[src/rtl/shift_pipe_n.sv]
// shift_pipe_n: WIDTH-bit, DEPTH-stage register pipeline with per-stage valid
// bits and a registered occupancy counter. mode=0 shifts one stage per enabled
// edge (PIPE); mode=1 loads every stage from the input at once (BROADCAST).
// Optional macro SHIFT_PIPE_TAP_EN exposes every stage on taps/tap_valid.
module shift_pipe_n #(
  parameter int WIDTH = 8,
  parameter int DEPTH = 4,
  localparam int CNT_W = $clog2(DEPTH + 1)
) (
  input  logic                   clk,
  input  logic                   reset_n,
  input  logic                   en,
  input  logic                   mode,
  input  logic                   flush,
  input  logic                   in_valid,
  input  logic [WIDTH-1:0]       in_data,
  output logic                   out_valid,
  output logic [WIDTH-1:0]       out_data,
  output logic [CNT_W-1:0]       fill_cnt,
  output logic                   full
`ifdef SHIFT_PIPE_TAP_EN
  ,
  output logic [WIDTH*DEPTH-1:0] taps,
  output logic [DEPTH-1:0]       tap_valid
`endif
);

  // A pipeline needs at least two stages and a non-empty data word.
  if (DEPTH < 2 || WIDTH < 1) begin : g_badParams
    $error("shift_pipe_n: DEPTH must be >= 2 and WIDTH must be >= 1");
  end

  logic [WIDTH-1:0] r_stage [DEPTH];
  logic [DEPTH-1:0] r_valid;
  logic [CNT_W-1:0] r_fillCnt;
  logic             r_full;
  logic [CNT_W-1:0] w_nextCnt;

  // Next occupancy: tracks the valid bits entering and leaving the chain.
  always_comb begin
    w_nextCnt = r_fillCnt;
    if (flush) begin
      w_nextCnt = '0;
    end else if (en) begin
      if (mode) begin
        w_nextCnt = in_valid ? CNT_W'(DEPTH) : '0;
      end else begin
        w_nextCnt = r_fillCnt + CNT_W'(in_valid) - CNT_W'(r_valid[DEPTH-1]);
      end
    end
  end

  // Data and valid stages: flush beats enable; PIPE shifts, BROADCAST loads all.
  always_ff @(posedge clk or negedge reset_n) begin
    if (!reset_n) begin
      for (int i = 0; i < DEPTH; i++) begin
        r_stage[i] <= '0;
      end
      r_valid <= '0;
    end else if (flush) begin
      for (int i = 0; i < DEPTH; i++) begin
        r_stage[i] <= '0;
      end
      r_valid <= '0;
    end else if (en) begin
      if (mode) begin
        for (int i = 0; i < DEPTH; i++) begin
          r_stage[i] <= in_data;
        end
        r_valid <= {DEPTH{in_valid}};
      end else begin
        r_stage[0] <= in_data;
        for (int i = 1; i < DEPTH; i++) begin
          r_stage[i] <= r_stage[i-1];
        end
        r_valid <= {r_valid[DEPTH-2:0], in_valid};
      end
    end
  end

  // Occupancy counter and full flag, updated on the same edge as the valid bits.
  always_ff @(posedge clk or negedge reset_n) begin
    if (!reset_n) begin
      r_fillCnt <= '0;
      r_full    <= 1'b0;
    end else begin
      r_fillCnt <= w_nextCnt;
      r_full    <= (w_nextCnt == CNT_W'(DEPTH));
    end
  end

  assign out_valid = r_valid[DEPTH-1];
  assign out_data  = r_stage[DEPTH-1];
  assign fill_cnt  = r_fillCnt;
  assign full      = r_full;

`ifdef SHIFT_PIPE_TAP_EN
  for (genvar g = 0; g < DEPTH; g++) begin : g_taps
    assign taps[g*WIDTH +: WIDTH] = r_stage[g];
  end
  assign tap_valid = r_valid;
`endif

endmodule

[config.mk]
export PLATFORM = sky130hd
export DESIGN_NAME = shift_pipe_n
export DESIGN_NICKNAME = d
export VERILOG_FILES = /design/src/rtl/shift_pipe_n.sv
export SDC_FILE = /design/constraint.sdc
export NUM_CORES = 1
export LEC_CHECK = 0
export CAP_MARGIN = 20
export CORE_ASPECT_RATIO = 0.8
export CORE_MARGIN = 5
export CORE_UTILIZATION = 32
export CTS_CLUSTER_DIAMETER = 80
export DETAILED_ROUTE_END_ITERATION = 7
export PLACE_DENSITY = 0.6
export SETUP_SLACK_MARGIN = 0.3
export SYNTH_ARGS = -nofsm -noshare
export SYNTH_HDL_FRONTEND = slang
export SYNTH_SLANG_ARGS = --single-unit
[constraint.sdc]
create_clock -name clk -period 1.89 [get_ports clk]
set_clock_uncertainty 0.15 [all_clocks]
set_input_delay 0.189 -clock clk [delete_from_list [all_inputs] [get_ports clk]]
set_output_delay 0.189 -clock clk [all_outputs]
set_load 0.05 [all_outputs]
# Yosys cells after proc, flatten, opt, wreduce, memory -nomap -nowiden

Cells that the tools add are included.

Reductions and logical operators: 1
Muxes and demuxes: 10
Add/subtract/negate cells: 2
Equal/unequal tests: 1

Operators with widths:

| cell                 | number |
|---|---|
| $mux W32             | 2 |
| $mux W24             | 1 |
| $mux W3              | 4 |
| $mux W4              | 3 |
| $add A3 B1 Y3        | 1 |
| $eq A3 B3 Y1 const B | 1 |
| $sub A3 B1 Y3        | 1 |
| $reduce_bool A2 Y1   | 1 |

Register bits after elaboration: 40
Output and inout port bits: 13
Input bits: 14

# Logic depth before layout (Yosys ltp)

Gate-level depths: netlist of the first run.

Word-level depth: 6
Mapped depth: 9
Mapped depth without buffers: 9

# Least setup slack after synthesis of the first run

OpenSTA, ideal clock, no wires.

Path type: register to register
From: register r_fillCnt[0], in the netlist fill_cnt[0]
To: register r_full, in the netlist full
Library setup time: 123 ps
Arrival time: 1976 ps
Slack: -359 ps
Required time: 1617 ps
Stages on the path, launching flop included: 10
Cell sequence: dfrtp_1 -> inv_1 -> ha_1 -> inv_1 -> ha_1 -> inv_1 -> fa_1 -> nor2b_1 -> o22ai_1 -> nor3_2

Cells in the longest elaborated chain, start to end: 6

Ends and longest elaborated chain:

| element                | line | text |
|---|---|---|
| from (decl)            | 35   | `logic [CNT_W-1:0] r_fillCnt;` |
| from (signal assigned) | 87   | `r_fillCnt <= w_nextCnt;` |
| $add A3 B1 Y3          | 48   | `w_nextCnt = r_fillCnt + CNT_W'(in_valid) - CNT_W'(r_valid[DEPTH-1]);` |
| $sub A3 B1 Y3          | 48   |  |
| $mux W3                | 45   | `if (mode) begin` |
| $mux W3 (*)            | 44   | `end else if (en) begin` |
| $mux W3 (*)            | 42   | `if (flush) begin` |
| $eq A3 B3 Y1 (*)       | 88   | `r_full <= (w_nextCnt == CNT_W'(DEPTH));` |
| to (signal assigned)   | 88   |  |
| to (decl)              | 36   | `logic r_full;` |

Mark *: on every way between the ends. The rest lies on a longest branch, timed or not.
A chain may end at the register's enable or synchronous reset.

# Worst setup path after layout of the first run

From: register r_valid[3]
To: register r_full, in the netlist full

Cells in the longest elaborated chain, start to end: 5

Ends and longest elaborated chain:

| element                | line | text |
|---|---|---|
| from (decl)            | 34   | `logic [DEPTH-1:0] r_valid;` |
| from (signal assigned) | 70   | `r_valid <= {DEPTH{in_valid}};` |
| from (signal assigned) | 76   | `r_valid <= {r_valid[DEPTH-2:0], in_valid};` |
| $sub A3 B1 Y3          | 48   |  |
| $mux W3                | 45   |  |
| $mux W3                | 44   |  |
| $mux W3                | 42   |  |
| $eq A3 B3 Y1           | 88   |  |

No other way between the ends.

==> flow_metrics.env, run 1 <==
export IMPL_status="complete, but fails checks"
export IMPL_failed_checks="setup timing"
export IMPL_powerDensity_nw_per_um2=821
export IMPL_synthAdderAreaFrac=0.0220
export IMPL_grt_use_total=0.0990
export IMPL_die_h_um=81.6
export IMPL_yosys_warnings=0
export IMPL_critPathKind="flip-flop to flip-flop"
export IMPL_finalPower_mw=2.04
export IMPL_synthCells=186
export IMPL_core_area_um2=6310
export IMPL_cts_max_path_buffers=2
export IMPL_gp_congestion=0.793
export IMPL_tightest_slew_ns=0.508
export IMPL_relSlewSlack=0.662
export IMPL_ant_nets=0
export IMPL_area_growth_pct=21.5
export IMPL_first_global_vias=1321
export IMPL_synth_fp_nets=203
export IMPL_cp_end_kind="flip-flop"
export IMPL_wire_per_inst_um=12.7
export IMPL_vias=1327
export IMPL_synth_compound_area_frac=0.114
export IMPL_drt_initial_drc_count=50
export IMPL_path_clk_slew_ns=0.08
export IMPL_top_layer_used="met4"
export IMPL_post_dp_cell_area_um2=2320
export IMPL_synth_top_family_by_area="multiplexers"
export IMPL_synth_area_um2=2050
export IMPL_final_cell_area_um2=2490
export IMPL_finalSetupTns_ns=-0.0787
export IMPL_port_buffers=26
export IMPL_ioPinCount=27
export IMPL_die_w_um=99.5
export IMPL_stdcell_count=291
export IMPL_via_per_inst=4.56
export IMPL_rsz0062_at_grt="true"
export IMPL_synth_simple_area_share=0.0916
export IMPL_routed_wl_met3_um=212
export IMPL_final_util=0.395
export IMPL_worst_setup_path_start_kind="flip-flop"
export IMPL_fp_row_count=26
export IMPL_synth_xor_area_frac=0.0116
export IMPL_report_final_slew_viol_count=0
export IMPL_hpwl_um=2460
export IMPL_drt_pass1_iterations=4
export IMPL_initial_utilization=0.325
export IMPL_grt_pass1_wl_um=6370
export IMPL_wl_um=3710
export IMPL_crit_arrival_ns=2.00
export IMPL_htree_levels=2
export IMPL_whs_ns=0.230
export IMPL_dp_cells=280
export IMPL_peakVddDrop_mv=0.310
export IMPL_grt_max_degree=48
export IMPL_die_area_um2=8120
export IMPL_hold_viol_final=0
export IMPL_cts_sinks=40
export IMPL_drv_cap=0
export IMPL_fmax_ghz=0.516
export IMPL_min_period_ns=1.94
export IMPL_setup_ws_ns=-0.0498
export IMPL_yosysSeqAreaShare=0.488
export IMPL_synth_mux_area_frac=0.176
export IMPL_ys_ff_latch=40
export IMPL_cts_tree="done"
export IMPL_route_met2_wl_um=1610
export IMPL_wl_met1_um=1850
export IMPL_cts_buffers=5
export IMPL_insertion_delay_ns=0.28
export IMPL_required_ns=1.95
export IMPL_antenna_cells=0
export IMPL_pre_cts_ws_ns=-0.103
export IMPL_drc=0
export IMPL_syn_area_per_cell_um2=11.0
export IMPL_grt_ovfl_total=0
export IMPL_drive_gt1_frac=0.179
export IMPL_antenna_found_initial=0
export IMPL_root_buffer="clkbuf_8"
export IMPL_p_leak_nw=1.18
export IMPL_synth_cell_types=21
export IMPL_finalSetupViolCount=2
export IMPL_period_share=1.03
export IMPL_cp_max_fo=2
export IMPL_hold_path_class="input port to flip-flop"
export IMPL_layout_nets=223
report_power, final:
group | switching, mW | internal [mW]
Combinational | 0.233 | 0.177
Clock | 0.303 | 0.391
Sequential | 0.0295 | 0.911
layout make-up:
cell class	count	area, um^2
clock buffers	5	68.8
clock inverters	3	42.5
fillers	631	3820
inverters	5	18.8
multi-input cells	117	900
flip-flops and latches	40	1000
well taps	84	105
repair buffers	37	352
cell usage in the layout (no fill, tap or decap), drive strengths merged, types with 2 or more instances in the layout:
master / n
mux2i: 36
buf: 16
nor2: 41
dlygate4sd2: 9
ha: 2
clkbuf: 5
inv: 5
clkdlybuf4s50: 11
dfrtp: 40
a211oi: 27
kinds of logic (layout without fill, tap and decap cells):
kind of cell             Yosys count  count (layout)
XOR/XNOR                           1               1
AND/OR/NAND/NOR                   46              46
multiplexers                      36              36
AO/OA/AOI/OAI                     31              31
buffers and inverters             29              50
flip-flops                        40              40
adder cells (fa/ha/maj)            3               3
path summary, 6_finish.rpt:
kind,from,to,slack (ns),depth (start not counted)
hold / removal,en,r_stage[9],0.23,3
max in group asynchronous,reset_n,r_stage[17],0.82,3
setup reg to reg,r_valid[3],full,-0.05,8
setup / recovery,r_valid[3],full,-0.05,8
hold reg to reg,r_stage[26],r_stage[26],0.37,2
min in group asynchronous,reset_n,fill_cnt[1],0.25,2
synth_stat cells, drive strengths merged:
master   number  share of area
a211oi       27          0.099
a21oi         1         0.0024
a2bb2oi       1         0.0043
a311o         1         0.0049
buf          22          0.084
clkbuf        2         0.0037
dfrtp        40           0.49
fa            1         0.0098
ha            2          0.012
inv           5         0.0092
mux2i        36           0.18
nand2         1         0.0018
nand2b        1         0.0031
nand3b        1         0.0037
nor2         41          0.075
nor2b         1         0.0031
nor3          1         0.0049
o22ai         1         0.0031
xor3          1          0.012
repair_timing:
| item | CTS | global route |
|---|---|---|
| resized for setup | 17 | 3 |
| gates cloned | 0 | 0 |
| pin swaps | 0 | 1 |
| buffers inserted | 2 | 0 |
| endpoints found under the hold margin | 21 | 0 |
| hold buffers | 1 | 0 |
| endpoints found under the setup margin | 12 | 3 |
routing by layer:
metal,track usage,up-vias
met4,0.0368,0
met1,0.130,618
met2,0.153,22
met3,0.0331,6
met5,0,-
li1,-,681
state kept, by name, indices dropped and copies added (netlist names):
| register | flops |
|---|---|
| fill_cnt | 3 |
| full | 1 |
| out_data | 8 |
| r_stage | 24 |
| r_valid | 4 |
critical path, stage by stage, from the launching register on:
cell and delay (ns):
dfrtp_2 0.43, ha_4 0.24, inv_2 0.06, ha_4 0.12
inv_2 0.03, fa_2 0.52, nor2b_4 0.13, o22ai_2 0.07
nor3_2 0.12
No activity file was read; power rests on OpenSTA's default activity.
==> inputs of run 2 (changes only) <==
--- a/config.mk
+++ b/config.mk
@@ -5,13 +5,14 @@
 export SDC_FILE = /design/constraint.sdc
 export NUM_CORES = 1
 export LEC_CHECK = 0
+export ABC_AREA = 1
 export CAP_MARGIN = 20
 export CORE_ASPECT_RATIO = 0.8
-export CORE_MARGIN = 5
+export CORE_MARGIN = 4
 export CORE_UTILIZATION = 32
 export CTS_CLUSTER_DIAMETER = 80
 export DETAILED_ROUTE_END_ITERATION = 7
-export PLACE_DENSITY = 0.6
+export PLACE_DENSITY = 0.61
 export SETUP_SLACK_MARGIN = 0.3
 export SYNTH_ARGS = -nofsm -noshare
 export SYNTH_HDL_FRONTEND = slang
==> run 2 against run 1 <==
Effect of this change: the run still ends with setup timing left; count of clock-buffer cells in the layout rose by 1; critical path depth rose by 2; first-iteration DRC count rose by 140%; via count rose by 11%; core utilization rose by 2.3 points; sequential cell count did not move; critical path type unchanged; critical endpoint unchanged; largest power group unchanged; highest routed layer unchanged.
==> flow_metrics.env, run 2 <==
export IMPL_crit_arrival_ns=2.04
export IMPL_yosysSeqAreaShare=0.531
export IMPL_antenna_cells=0
export IMPL_ys_async_sr_fraction=1.00
export IMPL_netlist_area_leader_share=0.531
export IMPL_drive_gt1_frac=0.163
export IMPL_layout_nets=262
export IMPL_drt_pass1_iterations=4
export IMPL_finalSetupViolCount=2
export IMPL_dp_cells=314
export IMPL_whs_ns=0.285
export IMPL_path_clk_slew_ns=0.08
export IMPL_ff2ff_setup_slack_ns=-0.07
export IMPL_mostFrequentLayoutCells="nand2_1, dfrtp_1, a21oi_1"
export IMPL_multi_input_area_um2=692
export IMPL_finalPower_mw=1.96
export IMPL_cts_buffers=5
export IMPL_synth_mux_area_frac=0
export IMPL_die_h_um=76.6
export IMPL_worst_setup_path_start_kind="flip-flop"
export IMPL_synth_simple_area_share=0.181
export IMPL_wl_um=4120
export IMPL_fill_cells=592
export IMPL_peakVddDrop_mv=0.360
export IMPL_synth_common_cells="nand2_1, dfrtp_1, a21oi_1"
export IMPL_hold_path_class="input port to asynchronous set/reset pin"
export IMPL_htree_levels=2
export IMPL_vias=1473
export IMPL_pre_cts_ws_ns=-0.0776
export IMPL_drv_cap=0
export IMPL_final_common_cell="nand2_1"
export IMPL_report_final_slew_viol_count=0
export IMPL_hpwl_um=2710
export IMPL_fmax_ghz=0.511
export IMPL_die_w_um=93.8
export IMPL_via_per_inst=4.55
export IMPL_synth_edf_count=0
export IMPL_hold_viol_final=0
export IMPL_synth_area_um2=1880
export IMPL_fp_row_count=24
export IMPL_drc=0
export IMPL_yosys_top_cells_area="dfrtp_1, nand2_1, a21oi_1"
export IMPL_stdcell_count=324
export IMPL_synth_cell_types=18
export IMPL_port_buffers=26
export IMPL_synth_top_family_by_area="simple AND/OR/NAND/NOR gates"
export IMPL_min_period_ns=1.96
export IMPL_grt_ovfl_total=0
export IMPL_initial_utilization=0.337
export IMPL_synthAdderAreaFrac=0.0239
export IMPL_wire_per_inst_um=12.7
export IMPL_failed_checks="setup timing"
export IMPL_tightest_slew_ns=0.584
export IMPL_rsz0062_at_grt="true"
export IMPL_cts_tree="done"
export IMPL_grt_max_degree=36
export IMPL_cp_end_kind="flip-flop"
export IMPL_insertion_delay_ns=0.30
export IMPL_relSlewSlack=0.611
export IMPL_drt_initial_drc_count=120
export IMPL_gp_congestion=0.794
export IMPL_cts_max_path_buffers=2
export IMPL_synthCells=220
export IMPL_status="complete, but fails checks"
export IMPL_die_area_um2=7190
export IMPL_root_buffer="clkbuf_8"
export IMPL_synth_flop_cell="dfrtp_1"
export IMPL_synth_compound_area_frac=0.146
export IMPL_yosys_warnings=0
export IMPL_period_share=1.03
export IMPL_p_leak_nw=1.15
export IMPL_area_growth_pct=23.7
export IMPL_regMostFlops="r_stage"
export IMPL_regArea_um2=1000
export IMPL_synth_xor_area_frac=0
export IMPL_powerDensity_nw_per_um2=840
export IMPL_critPathKind="flip-flop to flip-flop"
export IMPL_syn_area_per_cell_um2=8.57
export IMPL_first_global_vias=1436
export IMPL_largest_reg_flops=24
export IMPL_ys_ff_latch=40
export IMPL_grt_pass1_wl_um=7110
export IMPL_grt_use_total=0.127
export IMPL_yosysMostFrequentCell="nand2_1"
export IMPL_ioPinCount=27
export IMPL_required_ns=1.97
export IMPL_core_area_um2=5590
export IMPL_ant_nets=0
export IMPL_antenna_found_initial=0
export IMPL_synth_fp_nets=237
export IMPL_cp_max_fo=2
export IMPL_cts_sinks=40
export IMPL_yosys_area_top_type="dfrtp_1"
export IMPL_setup_ws_ns=-0.0654
[run 2: cell count changes in the layout (fill, tap and decap cells not counted), sizes merged, moves of 2 or more]
cell	before	now
a21oi	1	28
mux2i	36	0
nand3	0	12
o21ai	0	27
buf	16	20
nand4	0	2
nand2	1	65
dlygate4sd2	9	5
a211oi	27	0
nor2	41	4
inv	5	17
[run 2: worst max-delay path: stages (launching register included)]
cell	delay, ns
dfrtp_2	0.42
inv_2	0.08
ha_4	0.20
inv_2	0.06
ha_4	0.12
inv_2	0.03
fa_2	0.51
nor2_1	0.04
nand3_1	0.08
nand4_1	0.10
nor2_1	0.09
[run 2: layout make-up]
type / count / share of cell area
Sequential cell: 40 / 0.430
Multi-Input combinational cell: 142 / 0.297
Timing Repair Buffer: 38 / 0.149
Tap cell: 78 / 0.0419
Clock buffer: 6 / 0.0354
Inverter: 18 / 0.0301
Clock inverter: 2 / 0.0166
[run 2: what timing repair did]
action                                  in CTS  in global routing
hold buffers                                 1                  0
endpoints found under the setup margin       8                  3
buffers inserted                             1                  0
gates resized for setup                     11                  0
endpoints found under the hold margin       24                  0
pin swaps                                    4                  3
[run 2: per-layer routing]
| metal | up-vias | track usage | routed length, um | share of wire |
|---|---|---|---|---|
| met5 | - | 0 | 0 | 0 |
| met4 | 0 | 0.0476 | 77 | 0.019 |
| met3 | 8 | 0.0424 | 265 | 0.064 |
| met2 | 39 | 0.170 | 1700 | 0.41 |
| met1 | 674 | 0.186 | 2070 | 0.50 |
| li1 | 752 | - | - | - |
[run 2: final timing paths]
check,startpoint,to,cells past startpoint
min,reset_n,r_stage[31],2
max in group asynchronous,reset_n,out_data[3],3
min in group clk,r_stage[27],r_stage[27],2
max reg2reg,fill_cnt[0],full,10
max,fill_cnt[0],full,10
min reg2reg,r_stage[27],r_stage[27],2
[run 2: metrics by stage]
stage               TNS [ns]  utilization  instance area, um^2
finish               -0.0687        0.417                 2330
global route          -0.252        0.417                 2330
CTS                  -0.0368        0.417                 2330
detailed placement    -0.152        0.389                 2170
global placement     -0.0448        0.389                 2170
floorplan             -0.326            -                 1890
[run 2: logic make-up after synthesis]
group,Yosys count
AOI/OAI and AO/OA,55
and+or+nand+nor,84
buffers and inverters,38
adders and majority gates,3
DFF,40
[run 2: power breakdown]
| part | total [mW] | switching [mW] | internal (mW) |
|---|---|---|---|
| registers | 0.923 | 0.0249 | 0.898 |
| clock network | 0.742 | 0.310 | 0.432 |
| logic | 0.294 | 0.185 | 0.109 |
